===== src/rtl/fetch_pkg.sv =====
// Shared types and constants for the instruction fetch controller.
// Optional misaligned-fetch trap is enabled by defining FETCH_ALIGN_CHK_EN.
package fetch_pkg;

    typedef enum logic [1:0] {
        IDLE = 2'd0,
        REQ  = 2'd1,
        WAIT = 2'd2,
        DONE = 2'd3
    } fetch_state_t;

    localparam logic [31:0] DEF_RESET_PC   = 32'h0000_3000;
    localparam logic [31:0] DEF_EXC_VECTOR = 32'h0000_4180;
    localparam logic [31:0] NOP_WORD       = 32'h0000_0000;

    function automatic logic misaligned(input logic [31:0] addr);
        return addr[1:0] != 2'b00;
    endfunction

endpackage


===== src/rtl/fetch_redirect_sel.sv =====
// Redirect arbiter: eret > cp0 exception > jump > branch.
// Branch and jump come from the pipeline and are meaningless while IF/ID is held.
module fetch_redirect_sel
    import fetch_pkg::*;
#(
    parameter logic [31:0] EXC_VECTOR = DEF_EXC_VECTOR
) (
    input  logic        stall,
    input  logic        branch,
    input  logic        jump,
    input  logic        cp0_req,
    input  logic        eret,
    input  logic [31:0] pc_branch,
    input  logic [31:0] pc_jump,
    input  logic [31:0] epc,
    output logic        valid,
    output logic [31:0] target
);

    always_comb begin
        valid  = 1'b0;
        target = '0;
        if (eret) begin
            valid  = 1'b1;
            target = epc;
        end else if (cp0_req) begin
            valid  = 1'b1;
            target = EXC_VECTOR;
        end else if (jump && !stall) begin
            valid  = 1'b1;
            target = pc_jump;
        end else if (branch && !stall) begin
            valid  = 1'b1;
            target = pc_branch;
        end
    end

endmodule


===== src/rtl/fetch_ctrl.sv =====
// Instruction fetch controller: one outstanding imem request, redirect/kill handling.
// Defining FETCH_ALIGN_CHK_EN adds if_adel and traps misaligned fetch addresses.
module fetch_ctrl
    import fetch_pkg::*;
#(
    parameter logic [31:0] RESET_PC   = DEF_RESET_PC,
    parameter logic [31:0] EXC_VECTOR = DEF_EXC_VECTOR
) (
    input  logic        clk,
    input  logic        reset,
    input  logic        stall,
    input  logic        branch,
    input  logic        jump,
    input  logic        cp0_req,
    input  logic        eret,
    input  logic [31:0] pc_branch,
    input  logic [31:0] pc_jump,
    input  logic [31:0] epc,
    output logic        imem_req,
    output logic [31:0] imem_addr,
    input  logic        imem_gnt,
    input  logic        imem_rvalid,
    input  logic [31:0] imem_rdata,
    output logic [31:0] instr,
    output logic [31:0] pc,
    output logic        if_valid,
    output logic        busy
`ifdef FETCH_ALIGN_CHK_EN
    ,
    output logic        if_adel
`endif
);

    fetch_state_t state;
    logic [31:0]  fetch_pc;
    logic [31:0]  pending;
    logic         kill;

    logic         redir_valid;
    logic [31:0]  redir_target;
    logic         launch;
    logic [31:0]  launch_pc;

    fetch_redirect_sel #(
        .EXC_VECTOR (EXC_VECTOR)
    ) u_redirect_sel (
        .stall     (stall),
        .branch    (branch),
        .jump      (jump),
        .cp0_req   (cp0_req),
        .eret      (eret),
        .pc_branch (pc_branch),
        .pc_jump   (pc_jump),
        .epc       (epc),
        .valid     (redir_valid),
        .target    (redir_target)
    );

    // Every path that starts a new fetch funnels through launch/launch_pc,
    // so the REQ entry (and the alignment trap) is handled in one place.
    always_comb begin
        launch    = 1'b0;
        launch_pc = fetch_pc;
        case (state)
            IDLE: launch = 1'b1;
            REQ: begin
                if (redir_valid && !imem_gnt) begin
                    launch    = 1'b1;
                    launch_pc = redir_target;
                end
            end
            WAIT: begin
                if (imem_rvalid && (kill || redir_valid)) begin
                    launch    = 1'b1;
                    launch_pc = redir_valid ? redir_target : pending;
                end
            end
            DONE: begin
                if (redir_valid) begin
                    launch    = 1'b1;
                    launch_pc = redir_target;
                end else if (!stall) begin
                    launch    = 1'b1;
                    launch_pc = fetch_pc + 32'd4;
                end
            end
            default: ;
        endcase
    end

    always_ff @(posedge clk or negedge reset) begin
        if (!reset) begin
            state     <= IDLE;
            fetch_pc  <= RESET_PC;
            pending   <= RESET_PC;
            kill      <= 1'b0;
            imem_req  <= 1'b0;
            imem_addr <= RESET_PC;
            instr     <= '0;
            pc        <= RESET_PC;
            if_valid  <= 1'b0;
            busy      <= 1'b0;
`ifdef FETCH_ALIGN_CHK_EN
            if_adel   <= 1'b0;
`endif
        end else if (launch) begin
            fetch_pc <= launch_pc;
            kill     <= 1'b0;
            if_valid <= 1'b0;
`ifdef FETCH_ALIGN_CHK_EN
            if_adel  <= 1'b0;
            if (misaligned(launch_pc)) begin
                state    <= DONE;
                imem_req <= 1'b0;
                busy     <= 1'b0;
                instr    <= NOP_WORD;
                pc       <= launch_pc;
                if_valid <= 1'b1;
                if_adel  <= 1'b1;
            end else
`endif
            begin
                state     <= REQ;
                imem_req  <= 1'b1;
                imem_addr <= launch_pc;
                busy      <= 1'b1;
            end
        end else begin
            case (state)
                REQ: begin
                    if (imem_gnt) begin
                        state    <= WAIT;
                        imem_req <= 1'b0;
                        if (redir_valid) begin
                            kill    <= 1'b1;
                            pending <= redir_target;
                        end
                    end
                end
                WAIT: begin
                    if (imem_rvalid) begin
                        state    <= DONE;
                        busy     <= 1'b0;
                        instr    <= imem_rdata;
                        pc       <= fetch_pc;
                        if_valid <= 1'b1;
                    end else if (redir_valid) begin
                        kill    <= 1'b1;
                        pending <= redir_target;
                    end
                end
                default: ;
            endcase
        end
    end

endmodule


===== config.mk =====
export PLATFORM = sky130hd
export DESIGN_NAME = fetch_ctrl
export DESIGN_NICKNAME = d
export VERILOG_FILES = /design/src/rtl/fetch_pkg.sv /design/src/rtl/fetch_redirect_sel.sv /design/src/rtl/fetch_ctrl.sv
export SDC_FILE = /design/constraint.sdc
export NUM_CORES = 1
export LEC_CHECK = 0
export CAP_MARGIN = 20
export CORE_ASPECT_RATIO = 1.25
export CORE_MARGIN = 1.5
export CORE_UTILIZATION = 37
export CTS_BUF_LIST = sky130_fd_sc_hd__clkbuf_16
export DETAILED_ROUTE_END_ITERATION = 8
export PLACE_DENSITY_LB_ADDON = 0.3
export SLEW_MARGIN = 20
export SYNTH_ARGS = -nofsm -noshare
export SYNTH_HDL_FRONTEND = slang
export SYNTH_SLANG_ARGS = --single-unit
export TNS_END_PERCENT = 10

===== constraint.sdc =====
create_clock -name clk -period 2.3 [get_ports clk]
set_input_delay 0.69 -clock clk [delete_from_list [all_inputs] [get_ports clk]]
set_output_delay 0.69 -clock clk [all_outputs]
set_load 0.01 [all_outputs]

==> results of run 1 <==
[area by class of cell]
class                      instances  share of cell area
clock buffer                      17             0.04098
clock inverter                    14             0.01482
inverter                          16            0.005785
multi-input combinational        437              0.2979
sequential                       134              0.3240
tap                              224             0.02700
timing repair buffer             310              0.2895
[worst max path at each step]
stage	start	to	slack, ns	cells past startpoint
2_1_floorplan	eret	instr[0]$_DFFE_PN0P_	0.07	7
3_3_place_gp	cp0_req	fetch_pc[29]$_DFFE_PN0P_	-0.41	6
3_5_place_dp	cp0_req	fetch_pc[29]$_DFFE_PN0P_	-0.43	6
4_1_cts	cp0_req	fetch_pc[29]$_DFFE_PN0P_	-0.01	6
5_1_grt	jump	pc[17]$_DFFE_PN0P_	-0.005	6
6_report	fetch_pc[5]$_DFFE_PN0P_	imem_addr[5]	0.07	1
[cells by family (layout without fill, tap and decap cells)]
family / after synthesis / count (layout)
xor gates and xnor gates: 14 / 14
muxes: 72 / 72
adders and majority gates: 1 / 1
AOI/OAI and AO/OA: 181 / 181
and+or+nand+nor: 169 / 169
buffers and inverters: 57 / 357
DFF: 134 / 134
[worst register-to-register path, delay by kind of cell, from the launching register on]
kind / cells / cell delay [ns]
AND/OR/NAND/NOR: 3 / 1.08
AO/OA/AOI/OAI: 2 / 0.27
flip-flops: 1 / 0.62
[metrics by stage]
| step | TNS, ns | instance area (um^2) | hold WS [ns] | power (uW) |
|---|---|---|---|---|
| floorplan | 0 | 6680 | 0.3944 | 6410 |
| global placement | -29.74 | 9774 | 0.4600 | 9131 |
| detailed placement | -32.21 | 9774 | 0.4702 | 9234 |
| CTS | -0.009509 | 10350 | 0.1712 | 11950 |
| global route | -0.007899 | 10380 | 0.1777 | 12590 |
| finish | 0 | 10380 | 0.1672 | 11870 |
[flip-flops by register name (all words and copies together), names as in the netlist]
name,cells
instr,32
kill,1
if_valid,1
pc,32
imem_req,1
fetch_pc,32
pending,32
busy,1
state,2
[metal layers]
layer,routed length [um],GRT usage,vias up,part of all wire
met5,0,0,-,0
met4,319,0.06951,0,0.015
met3,1290,0.05373,25,0.062
met2,10420,0.3751,233,0.50
met1,8814,0.2860,3097,0.42
li1,-,-,2911,-
[power groups by stage]
| stage | registers (uW) | logic [uW] | clock network [uW] |
|---|---|---|---|
| CTS | 4320 | 4910 | 2730 |
| detailed placement | 4340 | 4890 | 0 |
| global route | 4480 | 5280 | 2830 |
| finish | 4320 | 4890 | 2670 |
| global placement | 4320 | 4810 | 0 |
| floorplan | 4470 | 1940 | 0 |
[cells in the mapped netlist (6+ instances only)]
cell type	number	area, um^2
sky130_fd_sc_hd__dfstp_2	6	157.7
sky130_fd_sc_hd__inv_1	16	60.06
sky130_fd_sc_hd__nor3_1	7	35.03
sky130_fd_sc_hd__nand4_1	9	56.30
sky130_fd_sc_hd__xor2_1	7	61.31
sky130_fd_sc_hd__nor4_1	9	56.30
sky130_fd_sc_hd__nand3_1	11	55.05
sky130_fd_sc_hd__a222oi_1	10	100.1
sky130_fd_sc_hd__o211ai_1	9	67.56
sky130_fd_sc_hd__nor2_1	34	127.6
sky130_fd_sc_hd__xnor2_1	7	61.31
sky130_fd_sc_hd__and2_1	7	43.79
sky130_fd_sc_hd__o21ai_0	54	270.3
sky130_fd_sc_hd__dfrtp_1	128	3203
sky130_fd_sc_hd__a21o_1	6	45.04
sky130_fd_sc_hd__a22o_1	16	140.1
sky130_fd_sc_hd__clkbuf_1	22	82.58
sky130_fd_sc_hd__mux2_2	69	777.0
sky130_fd_sc_hd__buf_2	16	80.08
sky130_fd_sc_hd__a22oi_1	15	112.6
sky130_fd_sc_hd__a221oi_1	8	70.07
sky130_fd_sc_hd__a21oi_1	20	100.1
sky130_fd_sc_hd__a31oi_1	12	75.07
sky130_fd_sc_hd__nand2_1	61	229.0
[repair_timing]
action | CTS | global route
endpoints found under the setup margin | 2 | 17
setup buffers | 0 | 1
resized for setup | 1 | 7
pin swaps | 0 | 1
==> reports/results.ini, run 1 <==
[status]
status = complete, no violations

[detailed_routing]
totalWireLength_um = 20840
wire_per_inst_um = 18.09
detail_route.first_pass.iterations = 7
detail_route.iter0.violations = 392
dr_total_vias = 6266
final_antenna_net_count = 0
drc_violations_left = 0
vias_per_cell = 5.439

[setup_path]
critPathMaxStageDelay_ns = 0.61
worst_r2r_endpoint = fetch_pc[25]$_DFFE_PN0P_
worstPathRequired_ns = 1.61
critical_path_buffer_and_inverter_count = 1
regToRegSetupSlack_ns = 0.23
path_delay_family = buffers and inverters
cp_slowest_cell = sky130_fd_sc_hd__clkdlybuf4s50_1
worst_reg2reg_path_length_in_cells = 5
cp_cell_sequence = clkdlybuf4s50_1
setup.worst_path.class = flip-flop to output pin
critical_path.reg2reg.startpoint = fetch_pc[12]$_DFFE_PN1P_
arrival_ns = 1.54
endpoint_kind = output pin
worstSetupStartpointType = flip-flop
timing.critical_path.fanout_max = 8

[power]
power.share.sequential = 0.364
combinationalPowerShare = 0.412
power.density_mw_per_mm2 = 1144
vdd_drop_max_v = 0.0005170
cellInternalPower_uw = 7813
pwr-share-clk = 0.225
power.switching_fraction = 0.3419
leakagePower_uw = 0.004414
netSwitchingPower_uw = 4059

[synthesis]
synth-adder-area-share = 0.001873
ys_seq_elements = 134
yosysWarningCount = 0
asyncSetResetFlopFracSynth = 1.000
synth.mux.area_fraction = 0.1223
synth_enable_flop_cells = 0
netlist_instances = 628
most_used_flip_flop_cell_after_synthesis = sky130_fd_sc_hd__dfrtp_1
synth.avg_cell_area_um2 = 10.64
synth_area_mm2 = 0.006680
synth_nets = 766
post_synth_simple_gate_area = 0.1292
synth_top_family_by_area = compound AO/OA/AOI/OAI gates
yosys.area_share.xor_xnor = 0.01836
netlist-cell-type-count = 65
synth-seq-area-share = 0.5031
complex_gate_fraction_of_the_synthesized_area = 0.1873

[cells_and_area]
register_area_mm2 = 0.003363
layout_common_cells = sky130_fd_sc_hd__clkdlybuf4s50_1 (232), sky130_fd_sc_hd__dfrtp_1 (126), sky130_fd_sc_hd__mux2_2 (69)
layout-area-overhead-vs-synth_pct = 55.40
post_layout_nonfiller_instances = 1152
final_cell_utilization_of_the_core = 0.5910
drive_above_1_share = 0.2241
layout_commonest_cell = sky130_fd_sc_hd__clkdlybuf4s50_1
antenna_diode_count = 0
nNetsFinal = 1054
multiInputGateArea_mm2 = 0.003093
nFillCells = 1503

[global_routing]
globalRoute.totalOverflow = 0
globalRouteTotalUtil = 0.2247
antenna_violations_before_repair = 0
wire_length_of_the_first_global_routing_pass_um = 32860
via_count_of_the_first_global_routing_pass = 6348
grt_max_degree = 43

[flow_run]
timing.max_cap.violations = 0

[timing]
tightest_slew_ns = 0.6709
finalWorstSetupSlack_ns = 0.06666
fmax_mhz = 447.8
timing.final.setup_violations = 0
min_period_over_period = 0.9710
unrepaired_setup_endpoints_after_global_routing = true
final_worst_clock_skew_ns = 0.006679
relSlewSlack = 0.5486
final.min_clock_period_ns = 2.233
hold_viol_final = 0
drv_slew = 0

[floorplanning]
die-area_mm2 = 0.01887
io-pin-count = 236
core_mm2 = 0.01757
starting_density_of_the_core = 0.3803
core.rowCount = 54
fp.dieH_um = 153.2
die_x_um = 123.2

[clock_network]
cts_num_sinks = 134
cts_tree = built
insertion_delay_ns = 0.42
cts_hold_buf = 0
cts.htree.levels = 4
clk_root_buffer_cell = sky130_fd_sc_hd__clkbuf_16
max-clock-path-buffers = 2
number_of_cts_inserted_buffers = 17
clk_pin_slew_worst_paths_ns = 0.06

[place]
dp_slack_ns = -0.4285
hpwlAfterDp_um = 15610
io_buf_count = 235
dpl.cell_count = 1120
gp_congestion = 0.8438

[hold_path]
min-delay-path-class = input port to asynchronous set/reset pin

(Power assumes the default switching activity.)
==> inputs of run 2 (changes only) <==
--- a/config.mk
+++ b/config.mk
@@ -12,7 +12,7 @@
 export CTS_BUF_LIST = sky130_fd_sc_hd__clkbuf_16
 export DETAILED_ROUTE_END_ITERATION = 8
 export PLACE_DENSITY_LB_ADDON = 0.3
-export SLEW_MARGIN = 20
+export SLEW_MARGIN = 15
 export SYNTH_ARGS = -nofsm -noshare
 export SYNTH_HDL_FRONTEND = slang
 export SYNTH_SLANG_ARGS = --single-unit
==> results of run 2 <==
Same layout as run 1: the final DEF is identical, and so are final timing and power.
==> inputs of run 3 (changes only) <==
--- a/config.mk
+++ b/config.mk
@@ -11,7 +11,7 @@
 export CORE_UTILIZATION = 37
 export CTS_BUF_LIST = sky130_fd_sc_hd__clkbuf_16
 export DETAILED_ROUTE_END_ITERATION = 8
-export PLACE_DENSITY_LB_ADDON = 0.3
+export PLACE_DENSITY = 0.68
 export SLEW_MARGIN = 15
 export SYNTH_ARGS = -nofsm -noshare
 export SYNTH_HDL_FRONTEND = slang
==> reports/results.ini, run 3 (synthesized netlist as in run 1, its figures left out) <==
[setup_path]
path_delay_family = buffers and inverters
critical_path.reg2reg.startpoint = fetch_pc[13]$_DFFE_PN1P_
setup.worst_path.class = input port to flip-flop
worstSetupStartpointType = input port
cp_slowest_cell = sky130_fd_sc_hd__clkdlybuf4s50_1
cp_cell_sequence = clkdlybuf4s50_1 -> nor2_4 -> and2_2 -> buf_4 -> a222oi_1 -> nor2_1 -> a211o_1
timing.critical_path.fanout_max = 9  ; +1
worst_reg2reg_path_length_in_cells = 5  ; unchanged
worstPathRequired_ns = 2.61  ; +1.00 ns
worst_r2r_endpoint = fetch_pc[25]$_DFFE_PN0P_
endpoint_kind = flip-flop
regToRegSetupSlack_ns = 0.29  ; +0.06 ns
critPathMaxStageDelay_ns = 0.61  ; about the same
critical_path_buffer_and_inverter_count = 2  ; +1
arrival_ns = 2.64  ; +1.10 ns

[place]
io_buf_count = 235  ; unchanged
gp_congestion = 0.8183  ; -3.0%
hpwlAfterDp_um = 16030  ; +2.7%

[floorplanning]
core_mm2 = 0.01757  ; unchanged
io-pin-count = 236  ; unchanged
starting_density_of_the_core = 0.3803  ; unchanged
die-area_mm2 = 0.01887  ; unchanged
die_x_um = 123.2  ; unchanged
fp.dieH_um = 153.2  ; unchanged
core.rowCount = 54  ; unchanged

[detailed_routing]
vias_per_cell = 5.312  ; -2.3%
drc_violations_left = 0  ; unchanged
detail_route.first_pass.iterations = 5  ; -2
detail_route.iter0.violations = 455  ; +16%
dr_total_vias = 6189  ; -1.2%
totalWireLength_um = 21340  ; +2.4%
wire_per_inst_um = 18.32  ; +1.2%
final_antenna_net_count = 0  ; unchanged

[timing]
finalWorstSetupSlack_ns = -0.03332  ; -0.09998 ns
timing.final.setup_violations = 1  ; +1
fmax_mhz = 428.6  ; -4.3%
holdWs_ns = 0.2219  ; +0.05469 ns
hold_viol_final = 0  ; unchanged
tightest_slew_ns = 0.5830  ; -0.08797 ns
relSlewSlack = 0.6114  ; +0.06277
final.min_clock_period_ns = 2.333  ; +0.09998 ns
final_worst_clock_skew_ns = 0.009472  ; +0.002793 ns
drv_slew = 0  ; unchanged
min_period_over_period = 1.014  ; +0.04347
unrepaired_setup_endpoints_after_global_routing = true

[status]
status = complete, but fails checks
failed_checks = negative setup slack

[power]
leakagePower_uw = 0.004480  ; +1.5%
vdd_drop_max_v = 0.0005375  ; +4.0%
power.density_mw_per_mm2 = 1125  ; -1.6%

[clock_network]
cts.htree.levels = 4  ; unchanged
insertion_delay_ns = 0.42  ; about the same
number_of_cts_inserted_buffers = 17  ; unchanged
cts_num_sinks = 134  ; unchanged
max-clock-path-buffers = 2  ; unchanged
cts_hold_buf = 0  ; unchanged
clk_pin_slew_worst_paths_ns = 0.06  ; about the same
clk_root_buffer_cell = sky130_fd_sc_hd__clkbuf_16
cts_tree = built

[cells_and_area]
nNetsFinal = 1065  ; +1.0%
nFillCells = 1519  ; +1.1%
layout_commonest_cell = sky130_fd_sc_hd__clkdlybuf4s50_1
register_area_mm2 = 0.003361  ; about the same
drive_above_1_share = 0.2298  ; +0.005649
final_cell_utilization_of_the_core = 0.5979  ; +0.006909
layout-area-overhead-vs-synth_pct = 57.22
layout_common_cells = sky130_fd_sc_hd__clkdlybuf4s50_1 (232), sky130_fd_sc_hd__dfrtp_1 (128), sky130_fd_sc_hd__buf_4 (71)
multiInputGateArea_mm2 = 0.003087  ; -0.20%

[global_routing]
wire_length_of_the_first_global_routing_pass_um = 33640  ; +2.4%
grt_max_degree = 57  ; +33%
antenna_violations_before_repair = 1  ; +1
globalRouteTotalUtil = 0.2314  ; +0.006735
via_count_of_the_first_global_routing_pass = 6292  ; -0.88%
globalRoute.totalOverflow = 0  ; unchanged

[flow_run]
timing.max_cap.violations = 0  ; unchanged

[hold_path]
min-delay-path-class = input port to asynchronous set/reset pin

## run 3: routing by layer
| layer | global-route usage | routed length [um] | vias to the layer above |
|---|---|---|---|
| met5 | 0 | 0 | - |
| li1 | - | - | 2931 |
| met3 | 0.04291 | 1086 | 28 |
| met1 | 0.2910 | 8898 | 3026 |
| met2 | 0.3937 | 10910 | 204 |
| met4 | 0.08265 | 447 | 0 |
## run 3: what timing repair did
action	CTS	global route
gates cloned	0	1
buffers inserted	1	3
resized for setup	1	6
pin swaps	1	3
setup endpoints to repair	4	9
## run 3: report_power, final
part	internal (uW)	switching (uW)	total, uW
logic	2820	2200	5030
clock network	1400	1110	2510
registers	3420	858	4280
total	7640	4170	11800
## run 3: final cells by class
cell class                 count  area share
inverter                      16    0.005718
clock buffer                  17     0.04051
clock inverter                15     0.01168
tap                          224     0.02669
antenna                        1   0.0002383
sequential                   134      0.3200
multi-input combinational    437      0.2939
timing repair buffer         321      0.3013
## run 3: how the worst max path moves through the flow
stage / from / end / slack [ns] / cells after the start
floorplan: eret / instr[0]$_DFFE_PN0P_ / 0.07 / 7
global route: cp0_req / fetch_pc[19]$_DFFE_PN0P_ / -0.04 / 8
global placement: eret / fetch_pc[19]$_DFFE_PN0P_ / -0.52 / 7
CTS: eret / fetch_pc[19]$_DFFE_PN0P_ / -0.09 / 7
finish: cp0_req / fetch_pc[11]$_DFFE_PN0P_ / -0.03 / 7
detailed placement: eret / fetch_pc[29]$_DFFE_PN0P_ / -0.54 / 7
## run 3: through the flow
| stage | setup TNS [ns] | std cells | power [uW] | setup WS [ns] | area, um^2 |
|---|---|---|---|---|---|
| 6_report | -0.03332 | 1165 | 11810 | -0.03332 | 10500 |
| 5_1_grt | -0.07962 | 1165 | 12540 | -0.04296 | 10500 |
| 4_1_cts | -0.1063 | 1160 | 11890 | -0.08610 | 10460 |
| 3_5_place_dp | -34.90 | 1127 | 9338 | -0.5439 | 9902 |
| 3_3_place_gp | -30.53 | 1127 | 9204 | -0.5158 | 9902 |
| 2_1_floorplan | 0 | 628 | 6410 | 0.06699 | 6680 |
